[src/rtl/sh4a_fetch.sv]
`default_nettype none
// ============================================================================
// Module   : sh4a_fetch
// Brief    : SH-4 fetch front end: word reads split into a halfword {pc,insn} FIFO
// Revision : 1.0
// ============================================================================
module sh4a_fetch #(
   parameter logic [31:0] RESET_PC = 32'hA000_0000,
   parameter int unsigned DEPTH    = 4
) (
   input  logic        clk,
   input  logic        rst_n,
   input  logic        redirect_valid,
   input  logic [31:0] redirect_pc,
   output logic        mem_req_valid,
   output logic [31:0] mem_req_addr,
   input  logic        mem_req_ready,
   input  logic        mem_rsp_valid,
   input  logic [31:0] mem_rsp_data,
   output logic        insn_valid,
   output logic [15:0] insn,
   output logic [31:0] insn_pc,
   input  logic        insn_ready
);

   localparam int unsigned PTR_W = (DEPTH > 1) ? $clog2(DEPTH) : 1;
   localparam int unsigned CNT_W = $clog2(DEPTH + 1);
   localparam logic [CNT_W-1:0] c_depth = CNT_W'(DEPTH);

   typedef enum logic [1:0] {
      ST_IDLE  = 2'd0,
      ST_REQ   = 2'd1,
      ST_WAIT  = 2'd2,
      ST_DRAIN = 2'd3
   } state_t;

   state_t             r_state, w_state_nxt;
   logic [31:0]        r_fetch_pc, w_fetch_pc_nxt;
   logic [CNT_W-1:0]   r_count, w_free, w_push_n;
   logic [PTR_W-1:0]   r_rd_ptr, r_wr_ptr, w_hi_ptr;
   logic [15:0]        r_fifo_insn [DEPTH];
   logic [31:0]        r_fifo_pc   [DEPTH];
   logic               w_push_lo, w_push_hi, w_pop;

   function automatic logic [PTR_W-1:0] ptr_inc(input logic [PTR_W-1:0] p);
      return (p == PTR_W'(DEPTH - 1)) ? '0 : p + PTR_W'(1);
   endfunction

   assign w_free        = c_depth - r_count;
   assign w_pop         = insn_valid && insn_ready;
   assign w_push_n      = CNT_W'(w_push_lo) + CNT_W'(w_push_hi);
   assign w_hi_ptr      = w_push_lo ? ptr_inc(r_wr_ptr) : r_wr_ptr;

   assign mem_req_valid = (r_state == ST_REQ);
   assign mem_req_addr  = {r_fetch_pc[31:2], 2'b00};
   assign insn_valid    = (r_count != '0);
   assign insn          = r_fifo_insn[r_rd_ptr];
   assign insn_pc       = r_fifo_pc[r_rd_ptr];

   always_comb begin
      w_state_nxt    = r_state;
      w_fetch_pc_nxt = r_fetch_pc;
      w_push_lo      = 1'b0;
      w_push_hi      = 1'b0;
      case (r_state)
         ST_IDLE: begin
            if (!redirect_valid && (w_free >= CNT_W'(2)))
               w_state_nxt = ST_REQ;
         end
         ST_REQ: begin
            if (redirect_valid)
               w_state_nxt = mem_req_ready ? ST_DRAIN : ST_IDLE;
            else if (mem_req_ready)
               w_state_nxt = ST_WAIT;
         end
         ST_WAIT: begin
            if (redirect_valid) begin
               w_state_nxt = mem_rsp_valid ? ST_IDLE : ST_DRAIN;
            end else if (mem_rsp_valid) begin
               // an odd-halfword start skips the low half of the word
               w_push_lo      = !r_fetch_pc[1];
               w_push_hi      = 1'b1;
               w_fetch_pc_nxt = {r_fetch_pc[31:2] + 30'd1, 2'b00};
               w_state_nxt    = ST_IDLE;
            end
         end
         ST_DRAIN: begin
            if (mem_rsp_valid)
               w_state_nxt = ST_IDLE;
         end
         default: w_state_nxt = ST_IDLE;
      endcase
      if (redirect_valid)
         w_fetch_pc_nxt = redirect_pc & ~32'd1;
   end

   always_ff @(posedge clk or negedge rst_n) begin
      if (!rst_n) begin
         r_state    <= ST_IDLE;
         r_fetch_pc <= RESET_PC & ~32'd1;
         r_count    <= '0;
         r_rd_ptr   <= '0;
         r_wr_ptr   <= '0;
      end else begin
         r_state    <= w_state_nxt;
         r_fetch_pc <= w_fetch_pc_nxt;
         if (redirect_valid) begin
            r_count  <= '0;
            r_rd_ptr <= '0;
            r_wr_ptr <= '0;
         end else begin
            r_count <= r_count + w_push_n - CNT_W'(w_pop);
            if (w_pop)
               r_rd_ptr <= ptr_inc(r_rd_ptr);
            if (w_push_hi)
               r_wr_ptr <= ptr_inc(w_hi_ptr);
         end
      end
   end

   // fetch_pc bit0 is zero by construction and carries into the stored PC
   always_ff @(posedge clk) begin
      if (w_push_lo) begin
         r_fifo_insn[r_wr_ptr] <= mem_rsp_data[15:0];
         r_fifo_pc[r_wr_ptr]   <= {r_fetch_pc[31:2], 1'b0, r_fetch_pc[0]};
      end
      if (w_push_hi) begin
         r_fifo_insn[w_hi_ptr] <= mem_rsp_data[31:16];
         r_fifo_pc[w_hi_ptr]   <= {r_fetch_pc[31:2], 1'b1, r_fetch_pc[0]};
      end
   end

   a_count_le_depth: assert property (@(posedge clk) disable iff (!rst_n)
      r_count <= c_depth);
   a_no_overflow: assert property (@(posedge clk) disable iff (!rst_n)
      ({1'b0, r_count} + {1'b0, w_push_n}) <= ({1'b0, c_depth} + {{CNT_W{1'b0}}, w_pop}));
   a_addr_align: assert property (@(posedge clk) disable iff (!rst_n)
      mem_req_valid |-> (mem_req_addr[1:0] == 2'b00));
   a_req_stable: assert property (@(posedge clk) disable iff (!rst_n)
      (mem_req_valid && !mem_req_ready && !redirect_valid) |=> (mem_req_valid && $stable(mem_req_addr)));
   a_rsp_expected: assert property (@(posedge clk) disable iff (!rst_n)
      !(mem_rsp_valid && ((r_state == ST_IDLE) || (r_state == ST_REQ))));

endmodule
`default_nettype wire
[config.mk]
export PLATFORM = sky130hd
export DESIGN_NAME = sh4a_fetch
export DESIGN_NICKNAME = d
export VERILOG_FILES = /design/src/rtl/sh4a_fetch.sv
export SDC_FILE = /design/constraint.sdc
export NUM_CORES = 1
export LEC_CHECK = 0
export CAP_MARGIN = 0
export CELL_PAD_IN_SITES_DETAIL_PLACEMENT = 0
export CELL_PAD_IN_SITES_GLOBAL_PLACEMENT = 1
export CORE_MARGIN = 5
export CORE_UTILIZATION = 41
export CTS_CLUSTER_SIZE = 14
export DETAILED_ROUTE_END_ITERATION = 8
export PLACE_DENSITY = 0.78
export SYNTH_ARGS = -nofsm -noshare
export SYNTH_HDL_FRONTEND = slang
export SYNTH_SLANG_ARGS = --single-unit
[constraint.sdc]
create_clock -name clk -period 3.2 [get_ports clk]
set_input_delay 0.64 -clock clk [delete_from_list [all_inputs] [get_ports clk]]
set_output_delay 0.64 -clock clk [all_outputs]
set_load 0.03 [all_outputs]
==> Word level (Yosys, flattened, before mapping) <==
Memories as Yosys holds them, arrays and structs flattened.
Index checks and enable logic that the tools add are counted.
{ "word_totals": {"n_memories": 2, "elab_cells": 66, "output_inout_bits": 82, "inputBits": 70, "ram_bits": 192, "reg_bits": 41} }
{ "classes": {"muxes": 30, "order_cmp": 1, "n_addsub": 8, "eq_ne": 8, "n_reduce_logical": 12} }
{ "mem_list": {"columns": ["name", "depth", "width", "rd", "rd_clocked_by_memory_dff", "write_ports", "line", "text"], "rows": [
  ["r_fifo_pc", 4, 32, 1, 0, 2, "42", "logic [31:0] r_fifo_pc [DEPTH];"],
  ["r_fifo_insn", 4, 16, 1, 0, 2, "41", "logic [15:0] r_fifo_insn [DEPTH];"]
]} }
{ "ops": {"columns": ["operator", "count"], "rows": [
  ["32-bit 2-to-1 mux", 3],
  ["30-bit by 1-bit adder with 30-bit output (second input constant)", 1],
  ["2-bit 2-to-1 mux", 15],
  ["2-bit equality test (second input constant)", 5],
  ["1-bit 2-to-1 mux", 10],
  ["2-bit one-hot mux with 4 select lines", 1],
  ["2-bit nonzero test", 4],
  ["2-bit by 1-bit adder with 2-bit output (second input constant)", 3],
  ["2-bit AND reduction", 2],
  ["3-bit by 2-bit adder with 3-bit output", 1],
  ["3-bit by 2-bit >= comparator with 1-bit output (second input constant)", 1],
  ["3-bit 2-to-1 mux", 1],
  ["3-bit by 2-bit inequality test with 1-bit output (second input constant)", 1],
  ["3-bit nonzero test", 1],
  ["3-bit by 1-bit subtractor with 3-bit output", 1],
  ["3-bit subtractor (first input constant)", 1],
  ["1-bit by 1-bit adder with 2-bit output", 1],
  ["2-bit by 1-bit equality test with 1-bit output (second input constant)", 1],
  ["1-bit logical AND", 2],
  ["1-bit zero test", 2],
  ["2-bit zero test", 1],
  ["2-bit inequality test (second input constant)", 1]
]} }

==> Depth between registers and ports, before layout <==
Gate-level depths: netlist of the first run.
{ "logic_depth": {"ltp_word": 9, "depth_mapped": 10, "mapped_depth_nobuf": 9} }

==> Worst setup path before layout of the first run <==
Ideal clock, no wire load.
{ "synth_timing": {"path_kind": "input -> register", "from": "input mem_rsp_valid", "to": "memory r_fifo_insn[0][0], enable pin", "t_required_ps": 2775, "setup_time_ps": 425, "t_arrival_ps": 3255, "setup_slack_ps": -481, "n_path_buf": 2, "stages": 7, "cell_sequence": "nand3b_1 -> nor3_1 -> buf_2 -> mux2i_1 -> ha_1 -> a22o_1 -> clkbuf_1"} }
{ "synth_rtl": {"columns": ["element", "line", "text"], "rows": [
  ["start: declaration", "18", "input logic mem_rsp_valid,"],
  ["end: declaration", "41", null]
]} }

==> Worst setup path after layout of the first run <==
{ "layout_timing": {"from": "register r_rd_ptr[0]", "to": "output insn_pc[22]"} }
{ "layout_between": {"elab_chain_len": 1} }
{ "layout_rtl": {"columns": ["element", "line", "text"], "rows": [
  ["start: declaration", "40", "logic [PTR_W-1:0] r_rd_ptr, r_wr_ptr, w_hi_ptr;"],
  ["start signal: assignment", "114", "r_rd_ptr <= ptr_inc(r_rd_ptr);"],
  ["memory 4 x 32 bit", null, null],
  ["end: declaration", "22", "output logic [31:0] insn_pc,"]
]} }
Every way passes these cells.

==> metrics.md, run 1 <==
| Metric | Value |
|---|---|
| Status | finished, final reports clean |
| Final Slew Violations | 0 |
| Largest net degree at the start of global routing | 35 |
| Post-layout utilization of the core | 0.520 |
| Area of the multi-input gates | between 4000 and 5000 sq um |
| Yosys reg bits | 228 |
| VDD IR-drop max | about 380 uV |
| Die X | about 170 microns |
| TritonRoute pass-1 iters | 7 |
| Comb pwr share | 0.289 |
| Post-Synth Simple-Gate Area | 0.125 |
| Avg Cell Area, Syn | approximately 14 sq um |
| Synth Instances | approximately 770 |
| Max-Cap Viols | 0 |
| # rows | 60 |
| Core Box Area | 26800 sq um |
| Num CTS Buffers | 25 |
| Crit path launch type | flip-flop |
| Number of diodes | 0 |
| Port buffer count | roughly 150 |
| Worst stage delay on the critical path | 0.63 ns |
| Later-pin clock latency in the skew report | ~0.53 ns |
| Final WL | between 20000 and 30000 microns |
| Worst-path cell chain | buf_12 -> mux4_2 -> clkdlybuf4s50_1 |
| Clock sink total | 228 |
| Register-to-Register Path Depth | 9 |
| Max clock buf depth | 3 |
| Root buf cell | clkbuf_16 |
| Library cells used by synthesis | 48 |
| Hold-fix buffers, CTS | 0 |
| Die Y | roughly 170 microns |
| Commonest non-fill, non-tap cells in the layout | 184 x edfxtp_1, 145 x clkdlybuf4s50_1, 115 x and2_1, 64 x mux2_2, 47 x mux4_2 |
| First-pass GRT wire length | 40200 microns |
| Static Leakage | 4.76 nW |
| Pint | around 6.3 mW |
| Clock Power Share | 0.312 |
| Sw Ratio | 0.299 |
| Clk_skew | just over 0.02 ns |
| Vias in the first global route | between 7000 and 8000 |
| WP data required | around 2.6 ns |
| Fin crit period | between 3 and 4 ns |
| Worst r2r src | r_state[0]$_DFFE_PN0P_ |
| Flop pwr share | 0.400 |
| GRT Resource Usage Total | 0.165 |
| Critical path buffer and inverter count | 2 |
| XOR/XNOR share of the synthesized area | 0.0103 |
| Share of synthesized area spent on multiplexers | 0.164 |
| Largest family of logic cells by synthesized area | multiplexers |
| Pwr Density | 645 nW/um^2 |
| FF-to-FF setup slack | approximately 0.62 ns |
| Worst Path Class, Setup | reg -> out |
| Slew @ Worst Pin | between 0.6 and 0.7 ns |
| Synth Area in Adders | 0.0194 |
| Nets@finish | 999 |
| Worst min-delay path category | in -> async |
| CP max-delay cell | clkdlybuf4s50_1 |
| Total grt overflow | 0 |
| Fin Setup TNS | 0 ns |
| Post-route clock period utilization | 0.956 |
| Wire per inst | roughly 20 microns |
| Post-synth EDFFs | approximately 180 |
| Sequential area share after synthesis | 0.597 |
| Complex-gate fraction of the synthesized area | 0.0402 |
| Initial antenna violation count | 0 |
| Share of post-route cells with drive strength above 1 | 0.220 |
| CP Capture Type | primary output |
| Final setup viols | 0 |
| RSZ-0062 raised after global routing | no |
| Data arrival, critical path | 2.42 ns |
| Main flop type after synthesis | edfxtp_1 |
| Clk pin slew, worst setup/hold paths | 0.06 ns |
| Async SR Flop Fraction | 0.175 |
| Initial drt markers | between 400 and 500 |
| Delay-heaviest family, CP | buffers and inverters |
| Die ar. | 30400 sq um |
| Top Ports | 152 |
| Hold Vio Cnt, Final | 0 |
| DR vias/cell | about 5.3 |
| H-Tree Depth | 1 |
| YS warnings | 0 |
| P_sw | 2.69 mW |
| Layout fillers | roughly 2300 |
| Seq. cell area | between 6000 and 7000 sq um |
| DP Wirelength | between 15000 and 20000 microns |
| CTS tree | built |
| DRT antenna net count | 0 |
| FF-to-FF End | r_fifo_insn[2][10]$_DFFE_PP_ |
| Area growth, synth to finish | 25.8% |
| Initial Util | 0.413 |
| Commonest non-fill, non-tap cell in the layout | edfxtp_1 |
| Synth Cell Area | between 10000 and 15000 sq um |
| FMAX | ~0.33 GHz |
| Max-slew headroom | 0.553 |
| # DRC | 0 |
| Via count | a little under 7000 |
| GPL Wtd Cong | between 0.7 and 0.8 |
| Crit Path Max Fanout | 22 |
cell families (layout without fill, tap and decap cells):
kind of cell | Yosys count | count (layout)
simple gates | 240 | 240
flops | 228 | 228
mux | 115 | 115
buf+inv | 92 | 249
compound gates | 68 | 68
fa+ha+maj | 16 | 16
xor+xnor | 13 | 13
other cells | 1 | 3
cell type report:
| cell class | count | share of cell area |
|---|---|---|
| well taps | 341 | 0.0306 |
| clock inverters | 11 | 0.00620 |
| repair buffers | 189 | 0.144 |
| clock buffers | 35 | 0.0519 |
| inverters | 14 | 0.00377 |
| multi-input cells | 455 | 0.289 |
| flip-flops and latches | 228 | 0.475 |
metal layers:
| metal | vias to the layer above | wire (microns) | GRT usage |
|---|---|---|---|
| met5 | - | 0 | 0 |
| met4 | 0 | 488 | 0.0393 |
| met3 | 39 | 1200 | 0.0302 |
| met2 | 157 | 12200 | 0.274 |
| met1 | 3358 | 11200 | 0.227 |
| li1 | 3167 | - | - |
flip-flops by register name, summed over array words and instances (netlist names):
| signal | flops |
|---|---|
| r_state | 2 |
| r_fifo_pc | 124 |
| r_wr_ptr | 2 |
| r_count | 3 |
| r_fifo_insn | 64 |
| r_rd_ptr | 2 |
| r_fetch_pc | 31 |
worst max path at each step:
stage	endpoint	start	cells past startpoint
2_1_floorplan	r_fifo_pc[3][22]$_DFFE_PP_	mem_rsp_valid	9
3_3_place_gp	r_fifo_insn[2][0]$_DFFE_PP_	mem_rsp_valid	10
3_5_place_dp	r_fifo_insn[2][6]$_DFFE_PP_	mem_rsp_valid	10
4_1_cts	insn_pc[24]	r_rd_ptr[0]$_DFFE_PN0P_	3
5_1_grt	insn[8]	r_rd_ptr[0]$_DFFE_PN0P_	3
6_report	insn_pc[22]	r_rd_ptr[0]$_DFFE_PN0P_	3
Yosys cell counts (2+ instances only):
cell,n,share of area
or3_1,3,0.0017
and4_1,4,0.0032
o211ai_1,5,0.0034
xnor2_1,8,0.0063
dfrtp_1,38,0.086
or4_1,18,0.012
dfxtp_1,4,0.0072
inv_1,13,0.0044
a31oi_1,15,0.0085
mux4_2,47,0.096
mux2_2,64,0.065
dfstp_2,2,0.0047
xor2_1,5,0.0040
edfxtp_1,184,0.50
clkbuf_1,31,0.011
nand3_1,13,0.0059
fa_1,2,0.0036
nand2_1,37,0.013
ha_1,14,0.016
nor2_1,25,0.0085
nor2b_1,3,0.0017
nor4_1,2,0.0011
a22o_1,8,0.0063
buf_4,33,0.022
nor3_1,2,0.00090
a21oi_1,9,0.0041
buf_2,8,0.0036
o31ai_1,14,0.0095
o21ai_0,14,0.0063
and2_1,115,0.065
mux2i_1,4,0.0036
nand4_1,7,0.0040
buf_1,5,0.0017
and3_1,3,0.0017
metrics by stage:
step	setup slack, ns	hold slack, ns	power [mW]	instance area (sq um)	cells
after floorplan	0.0732	0.344	5.22	11100	775
after global placement	0.0433	0.458	6.25	13100	1224
after detailed placement	0.0179	0.461	6.27	13100	1224
after CTS	0.0960	0.149	9.12	13900	1273
after global routing	0.0535	0.181	9.41	13900	1273
final	0.142	0.140	8.99	13900	1273
repair_timing:
item                       CTS  global route
setup endpoints to repair   38             0
resized for setup            2             0
buffers inserted             3             0
power by group through the flow:
stage	logic, mW	clock network [mW]	registers (mW)
5_1_grt	2.78	3.00	3.63
2_1_floorplan	1.64	0	3.57
3_3_place_gp	2.58	0	3.67
4_1_cts	2.65	2.88	3.60
6_report	2.60	2.80	3.60
3_5_place_dp	2.59	0	3.68
No activity file was read; power rests on OpenSTA's default activity.
==> run 2, diff against run 1 <==
- REMOVE_ABC_BUFFERS: default -> 1
==> run 2 against run 1 <==
  * Cell count is 0.39% higher
  * Global-route usage is 0.13 points lower
  * Non-clock buffer count is 6 higher
  * Clock-buffer cell count is 4 lower
  * Sequential share of layout area is 0.25 points higher
  * Combinational power hardly changed
  * Clock skew is 0.014 ns lower
  * Final area is 0.56% lower
  * Critical path depth stayed put
  * Via count is 1.8% lower
  * Register-to-register slack worse by 0.03 ns
==> metrics.md, run 2 (synthesized netlist as in run 1, its figures left out) <==
| Metric | Value |
|---|---|
| Static Leakage | between 4 and 5 nW |
| Share of post-route cells with drive strength above 1 | 0.215 |
| FF-to-FF setup slack | between 0.5 and 0.6 ns |
| Hold WS | between 0.08 and 0.09 ns |
| Top reg by flops | r_fifo_pc |
| Clk pin slew, worst setup/hold paths | around 0.06 ns |
| PostCTS Resize Cnt | 0 |
| Core Box Area | between 20000 and 30000 sq um |
| FMAX | roughly 0.33 GHz |
| Dpl cells | roughly 1200 |
| Clock sink total | around 230 |
| GRT Resource Usage Total | 0.164 |
| Commonest non-fill, non-tap cell in the layout | edfxtp_1 |
| Design area | around 14000 sq um |
| Total Power | a little under 9 mW |
| Most Used Layer, Global Route | met2 |
| Status | finished, final reports clean |
| Crit Path Max Fanout | 14 |
| Max-slew headroom | 0.459 |
| RSZ-0062 raised after global routing | no |
| Total grt overflow | 0 |
| Met1 Resource Use GR | 0.220 |
| Via count | 6600 |
| Placed instance area | roughly 13000 sq um |
| Later-pin clock latency in the skew report | a little over 0.5 ns |
| Number of diodes | 0 |
| Slew @ Worst Pin | about 0.81 ns |
| Final WL | ~25000 microns |
| Root buf cell | clkbuf_16 |
| WP data required | 2.56 ns |
| Nets@finish | between 1000 and 1500 |
| Clk_skew | between 0.006 and 0.007 ns |
| Post-route clock period utilization | 0.952 |
| Pwr Density | ~640 nW/um^2 |
| # DRC | 0 |
| Crit path launch type | flip-flop |
| VDD IR-drop max | 322 uV |
| Hold Vio Cnt, Final | 0 |
| Wire per inst | ~20 microns |
| Final setup viols | 0 |
| Max-Cap Viols | 0 |
| Initial antenna violation count | 0 |
| Largest net degree at the start of global routing | 45 |
| Commonest non-fill, non-tap cells in the layout | 184 x edfxtp_1, 146 x clkdlybuf4s50_1, 115 x and2_1, 64 x mux2_2, 47 x mux4_2 |
| Die X | about 170 microns |
| Final Slew Violations | 0 |
| DP Wirelength | approximately 17000 microns |
| Die ar. | roughly 30000 sq um |
| GPL Wtd Cong | about 0.73 |
| # rows | 60 |
| CP Capture Type | primary output |
| DRT antenna net count | 0 |
| Global-route track usage on met2 | 0.283 |
| Die Y | ~170 microns |
| DR vias/cell | roughly 5.2 |
| Initial drt markers | 435 |
| Top Ports | ~150 |
| Register-to-Register Path Depth | 9 |
| H-Tree Depth | 1 |
| Worst Path Class, Setup | reg -> out |
| Setup bufs post-CTS | 2 |
| First-pass GRT wire length | 39900 microns |
| Max clock buf depth | 3 |
| Hold-fix buffers, CTS | 0 |
| Post-layout utilization of the core | 0.517 |
| Layout fillers | 2256 |
| Top Registers | r_fifo_pc: 124 flops, r_fifo_insn: 64 flops, r_fetch_pc: 31 flops |
| Data arrival, critical path | around 2.4 ns |
| Fin crit period | 3.05 ns |
| CTS tree | built |
| Fin cells | about 1300 |
| Worst r2r src | r_count[1]$_DFF_PN0_ |
| Area growth, synth to finish | 25.1% |
| Vias in the first global route | 7026 |
| Port buffer count | around 150 |
| Worst min-delay path category | in -> async |
| TritonRoute pass-1 iters | 4 |
| Met3 usage | 0.0274 |
| FF-to-FF End | r_count[2]$_DFF_PN0_ |
| Num CTS Buffers | 25 |
| Initial Util | 0.413 |
| Largest register FFs | between 100 and 150 |
==> run 2: worst max-delay path by stage <==
stage                                       start                      endpoint  slack, ns  depth (start not counted)
after detailed placement           redirect_valid  r_fifo_insn[2][12]$_DFFE_PP_       0.05                          9
after CTS                 r_rd_ptr[0]$_DFFE_PN0P_                    insn_pc[4]       0.11                          3
after floorplan                     mem_rsp_valid   r_fifo_insn[0][0]$_DFFE_PP_      -0.67                          5
final                     r_rd_ptr[0]$_DFFE_PN0P_                    insn_pc[2]       0.15                          3
after global placement             redirect_valid   r_fifo_insn[3][8]$_DFFE_PP_       0.07                          9
after global routing      r_rd_ptr[0]$_DFFE_PN0P_                    insn_pc[4]       0.05                          3
==> run 2: per-stage QoR <==
stage / setup slack [ns] / TNS [ns]
finish: 0.155 / 0
global route: 0.0536 / 0
CTS: 0.110 / 0
detailed placement: 0.0502 / 0
global placement: 0.0744 / 0
floorplan: -0.674 / -199.57
==> run 2: per-layer routing <==
layer / wire, microns / share of wire
met5: 0 / 0
met1: 11000 / 0.44
met3: 1070 / 0.043
met2: 12500 / 0.50
met4: 303 / 0.012
==> run 2: critical path, cell delays in order, from the launching register on <==
cell	delay, ns
dfrtp_4	0.50
buf_12	0.20
mux4_2	0.53
clkdlybuf4s50_1	0.67
==> run 2: power breakdown <==
part           total [mW]  leakage (nW)  switching (mW)  internal [mW]
sequential           3.59          2.10           0.176           3.41
clock                2.71         0.375            1.12           1.59
combinational        2.58          2.24            1.35           1.23
total                8.88          4.72            2.65           6.24
==> run 2: area by class of cell <==
cell class	instances	area (sq um)	area share
clock inverters	14	115	0.00831
inverters	14	52.6	0.00379
well taps	341	427	0.0308
clock buffers	31	648	0.0468
flip-flops and latches	228	6610	0.477
multi-input cells	455	4020	0.290
repair buffers	195	1980	0.143
